$ cat config.mk
export PLATFORM = sky130hd
export DESIGN_NAME = conway_serial_grid
export DESIGN_NICKNAME = d
export VERILOG_FILES = /design/src/rtl/conway_serial_grid.sv
export SDC_FILE = /design/constraint.sdc
export NUM_CORES = 1
export LEC_CHECK = 0
export CAP_MARGIN = 0
export CORE_MARGIN = 2
export CORE_UTILIZATION = 35
export CTS_BUF_LIST = sky130_fd_sc_hd__clkbuf_8 sky130_fd_sc_hd__clkbuf_16
export DETAILED_ROUTE_END_ITERATION = 10
export GPL_ROUTABILITY_DRIVEN = 0
export GPL_TIMING_DRIVEN = 0
export PLACE_DENSITY = 0.53
export SLEW_MARGIN = 10
export SYNTH_ARGS = -nofsm -noshare
export SYNTH_HDL_FRONTEND = slang
export SYNTH_SLANG_ARGS = --single-unit
$ cat constraint.sdc
create_clock -name clk -period 7.8 [get_ports clk]
set_input_delay 0.78 -clock clk [delete_from_list [all_inputs] [get_ports clk]]
set_output_delay 0.78 -clock clk [all_outputs]
set_load 0.05 [all_outputs]
$ cat src/rtl/conway_serial_grid.sv
`default_nettype none
// ============================================================================
// Module : conway_serial_grid
// Serially loaded Game-of-Life grid with burst-mode generation stepping.
// Rev    : 1.0
// ============================================================================
module conway_serial_grid #(
    parameter int GRID_WIDTH    = 8,
    parameter int GRID_HEIGHT   = 8,
    parameter int GEN_CNT_WIDTH = 8,
    parameter int WRAP          = 0
) (
    input  logic                     clk,
    input  logic                     reset,
    input  logic                     data_in,
    input  logic [1:0]               mode,
    input  logic                     start,
    input  logic [GEN_CNT_WIDTH-1:0] gen_req,
    output logic                     data_out,
    output logic                     busy,
    output logic                     done,
    output logic                     extinct,
    output logic                     stable,
    output logic [GEN_CNT_WIDTH-1:0] gen_count
);
    localparam int N  = GRID_WIDTH * GRID_HEIGHT;
    localparam int PW = GRID_WIDTH + 2;
    localparam int PH = GRID_HEIGHT + 2;

    localparam logic [1:0] MODE_LOAD = 2'b00;
    localparam logic [1:0] MODE_RUN  = 2'b01;
    localparam logic [1:0] MODE_OUT  = 2'b10;

    localparam logic [GEN_CNT_WIDTH-1:0] GEN_ONE = {{(GEN_CNT_WIDTH-1){1'b0}}, 1'b1};
    localparam logic [GEN_CNT_WIDTH-1:0] GEN_MAX = {GEN_CNT_WIDTH{1'b1}};

    typedef enum logic [1:0] {
        IDLE   = 2'd0,
        RUN    = 2'd1,
        FINISH = 2'd2
    } state_t;

    state_t                   state_q, state_d;
    logic [N-1:0]             grid_q, grid_d, grid_next;
    logic [GEN_CNT_WIDTH-1:0] gen_count_q, gen_count_d;
    logic [GEN_CNT_WIDTH-1:0] gen_req_q, gen_req_d;
    logic [GEN_CNT_WIDTH-1:0] gen_inc;
    logic                     stable_q, stable_d;
    logic                     extinct_q, extinct_d;
    logic [PH*PW-1:0]         padded;

    // Grid framed by a one-cell border: dead cells, or the opposite edge when wrapping.
    for (genvar pr = 0; pr < PH; pr++) begin : g_prow
        for (genvar pc = 0; pc < PW; pc++) begin : g_pcol
            localparam int SR = (pr == 0) ? GRID_HEIGHT - 1 : (pr == PH - 1) ? 0 : pr - 1;
            localparam int SC = (pc == 0) ? GRID_WIDTH - 1  : (pc == PW - 1) ? 0 : pc - 1;
            localparam bit ON_EDGE = (pr == 0) || (pr == PH - 1) || (pc == 0) || (pc == PW - 1);
            if (ON_EDGE && (WRAP == 0)) begin : g_dead
                assign padded[pr*PW+pc] = 1'b0;
            end else begin : g_src
                assign padded[pr*PW+pc] = grid_q[SR*GRID_WIDTH+SC];
            end
        end
    end

    for (genvar r = 0; r < GRID_HEIGHT; r++) begin : g_row
        for (genvar c = 0; c < GRID_WIDTH; c++) begin : g_col
            localparam int P = r * PW + c;
            logic [3:0] nbr;
            assign nbr = {3'b000, padded[P]}        + {3'b000, padded[P+1]}      +
                         {3'b000, padded[P+2]}      + {3'b000, padded[P+PW]}     +
                         {3'b000, padded[P+PW+2]}   + {3'b000, padded[P+2*PW]}   +
                         {3'b000, padded[P+2*PW+1]} + {3'b000, padded[P+2*PW+2]};
            assign grid_next[r*GRID_WIDTH+c] =
                (nbr == 4'd3) || (grid_q[r*GRID_WIDTH+c] && (nbr == 4'd2));
        end
    end

    always_comb begin
        state_d     = state_q;
        grid_d      = grid_q;
        gen_count_d = gen_count_q;
        gen_req_d   = gen_req_q;
        stable_d    = stable_q;
        extinct_d   = ~|grid_q;
        gen_inc     = (gen_count_q == GEN_MAX) ? gen_count_q : gen_count_q + GEN_ONE;

        case (mode)
            MODE_LOAD: begin
                grid_d   = {data_in, grid_q[N-1:1]};
                stable_d = 1'b0;
            end
            MODE_OUT: grid_d = {grid_q[0], grid_q[N-1:1]};
            default:  ;
        endcase

        case (state_q)
            IDLE: begin
                if (start && (mode == MODE_RUN)) begin
                    gen_req_d   = gen_req;
                    gen_count_d = '0;
                    state_d     = (gen_req == '0) ? FINISH : RUN;
                end
            end
            RUN: begin
                // Leaving run mode abandons the burst silently with the last result kept.
                if (mode != MODE_RUN) begin
                    state_d = IDLE;
                end else begin
                    grid_d      = grid_next;
                    gen_count_d = gen_inc;
                    stable_d    = (grid_next == grid_q);
                    if ((gen_inc == gen_req_q) || (grid_next == '0) || (grid_next == grid_q)) begin
                        state_d = FINISH;
                    end
                end
            end
            FINISH:  state_d = IDLE;
            default: state_d = IDLE;
        endcase
    end

    always_ff @(posedge clk or negedge reset) begin
        if (!reset) begin
            state_q     <= IDLE;
            grid_q      <= '0;
            gen_count_q <= '0;
            gen_req_q   <= '0;
            stable_q    <= 1'b0;
            extinct_q   <= 1'b1;
        end else begin
            state_q     <= state_d;
            grid_q      <= grid_d;
            gen_count_q <= gen_count_d;
            gen_req_q   <= gen_req_d;
            stable_q    <= stable_d;
            extinct_q   <= extinct_d;
        end
    end

    assign data_out  = grid_q[0];
    assign busy      = (state_q == RUN);
    assign done      = (state_q == FINISH);
    assign extinct   = extinct_q;
    assign stable    = stable_q;
    assign gen_count = gen_count_q;

endmodule
`default_nettype wire

==> summary.txt <==
Clock transition at path regs = 80 ps
Clk_lat worst skew = 370 ps
Maximum root-to-sink buffer count = 2
Yosys reg bits = 84
GR Util All Layers = 26.39%
Layout Utilization = 38.64%
Critical path type = flop to flop
Met2 capacity usage during global routing = 40.91%
Full die area = 42,160 um^2
Row cnt = 73
EDFF count, synth = 0
Port bufs = 25
CTS Sinks = 84
Initial antenna violation count = 1
Die X = 205.3 um
Setup Fix Bufs, Post-CTS = 0
CP dominant cell by count = fa_1
CP arrival = 6590 ps
Final hold viol count = 0
R2r setup slk = 1460 ps
Crit Path Max Fanout = 8
Post-synth net total = 1,936
Worst hold margin = 304.4 ps
Hold buffer count at CTS = 0
First-pass DRT Iterations = 6
Quantity of gates resized following cts = 0
Initial Utilization = 35.55%
Critical Path Source Type = flop
Core ar. = 39,910 um^2
Clk_skew = 12.73 ps
Sequential area share after synthesis = 14.82%
Largest net degree at the start of global routing = 53
WL per Instance = 25.26 um
Ys async rst share = 100.0%
Max Clk Rate = 0.1578 GHz
Tightest Hold Check Type = primary input to async pin
Critical path required time = 8060 ps
Gr busiest metal = met2
Post-route minimum period = 6339 ps
Biggest cell delay along the critical path = 740 ps
CTS tree = built
First-pass GRT wire length = 81,280 um
# IOs = 27
Met3 GRT Util = 5.638%
Slowest cell on crit path = dfrtp_1
H-Tree Depth = 3
Avg Inst Size Synth = 9.078 um^2
Cell breakdown of the critical path = inv_1 -> fa_1 -> fa_1 -> fa_1 -> inv_1 -> ha_1 -> fa_1 -> nor2b_1 -> a31oi_1 -> o22ai_1 -> nor3_1 -> and4_1 -> nand3_1 -> o21a_1 -> a2111oi_2
Area Overhead vs Synth = 8.695%
Layout cells sized above 1 = 2.741%
Worst-Margin Slew = 1250 ps
Worst Setup End Kind = flop
Synth cell count leaders = 269 x inv_1, 196 x fa_1, 163 x ha_1, 112 x nor2_1, 96 x o21ai_0
Vias per Instance = 5.888
RSZ-0062 raised after global routing = no
Reg-to-Reg Start = grid_q[26]$_DFF_PN0_
Final setup fails = 0
Area leader, netlist = fa_1
GR Util met1 = 35.81%
Yosys warnings = 0
Top post-synthesis cells by area = fa_1 28%, dfrtp_1 15%, ha_1 14%, inv_1 7.1%, o21ai_0 3.4%
Outcome = finished, final reports clean
DP HPWL = 43,130 um
Final Net Count = 1,973
Fin crit share = 81.27%
Via Count = 12,550
TritonCTS Buffers = 9
Die H = 205.3 um
Synth top area share = 27.65%
Mapped cell area = 14,190 um^2
Synthesized instance count = 1,563
Rel. slew slack = 16.67%
Fill count = 4,009
Main flop type after synthesis = dfrtp_1
Pins Over Slew Limit = 0
Final setup TNS = 0 ps
Iteration-0 DRC Markers = 1,308
CP Launch Point = grid_q[26]$_DFF_PN0_
Max Cap Viol = 0
GRT overflow = 0
Synth cell types = 71
ANT nets after route = 0
Count leader, synth = inv_1
Vias in the first global route = 12,680
DRC Markers = 0
Total Wirelength = 53,820 um
Root Driver = clkbuf_16
sequential cells by signal, indices dropped and copies added, names as in the netlist:
| register | count |
|---|---|
| stable | 1 |
| gen_req_q | 8 |
| extinct | 1 |
| state_q | 2 |
| gen_count | 8 |
| grid_q | 64 |
layout make-up:
cell class	count	area, um^2	area share (%)
clock buffers	9	225.2	1.460
inverters	269	1010	6.547
clock inverters	7	63.81	0.4138
well taps	525	656.9	4.259
repair buffers	26	279.0	1.809
multi-input cells	1172	10940	70.91
flip-flops and latches	84	2103	13.64
diodes	1	2.502	0.01623
plain buffers	38	146.4	0.9492
logic make-up after synthesis:
logic type / after synthesis / synth area share [%]
AND/OR/NAND/NOR: 453 / 17.05
AO/OA/AOI/OAI: 309 / 14.37
multiplexers: 42 / 3.016
buffers and inverters: 307 / 8.148
flip-flops: 84 / 14.82
adder cells (fa/ha/maj): 359 / 42.03
XOR/XNOR: 9 / 0.5556
per-layer routing:
metal	routed length, um	share of wire [%]
met3	4788	8.9
met2	23680	44
met4	2443	4.5
met1	22910	43
met5	0	0
critical path: cells and delay by family, from the launching register on:
family                   cells  cell delay [ps]
adder cells (fa/ha/maj)      5             2180
AND/OR/NAND/NOR              4             1250
AO/OA/AOI/OAI                4             1430
flip-flops                   1              740
buffers and inverters        2              590
path summary, 6_finish.rpt:
| path | end | depth (start not counted) |
|---|---|---|
| worst min-delay path | grid_q[10]$_DFF_PN0_ | 1 |
| max in group asynchronous | extinct$_DFF_PN1_ | 2 |
| worst min register to register | gen_req_q[0]$_DFFE_PN0P_ | 2 |
| worst max register to register | state_q[1]$_DFFE_PN0P_ | 15 |
| worst max-delay path | state_q[1]$_DFFE_PN0P_ | 15 |
| min in group clk | gen_req_q[0]$_DFFE_PN0P_ | 2 |
through the flow:
step | instances | worst slack, ps | area [um^2]
6_report | 2131 | 1461 | 15420
3_3_place_gp | 2113 | 1759 | 15100
5_1_grt | 2131 | 1348 | 15420
2_1_floorplan | 1563 | 3119 | 14190
3_5_place_dp | 2114 | 1689 | 15120
4_1_cts | 2130 | 1666 | 15410
cell usage in the layout (no fill, tap or decap), drive strengths merged, types with 37 or more instances in the layout:
master / count
a21oi: 59
inv: 274
dfrtp: 83
ha: 163
nor2: 112
nand2: 93
o21ai: 97
nand2b: 37
fa: 196
clkbuf: 42
Power is not shown: default switching activity piles up to over one toggle a cycle in this logic, so the estimate is an artifact.
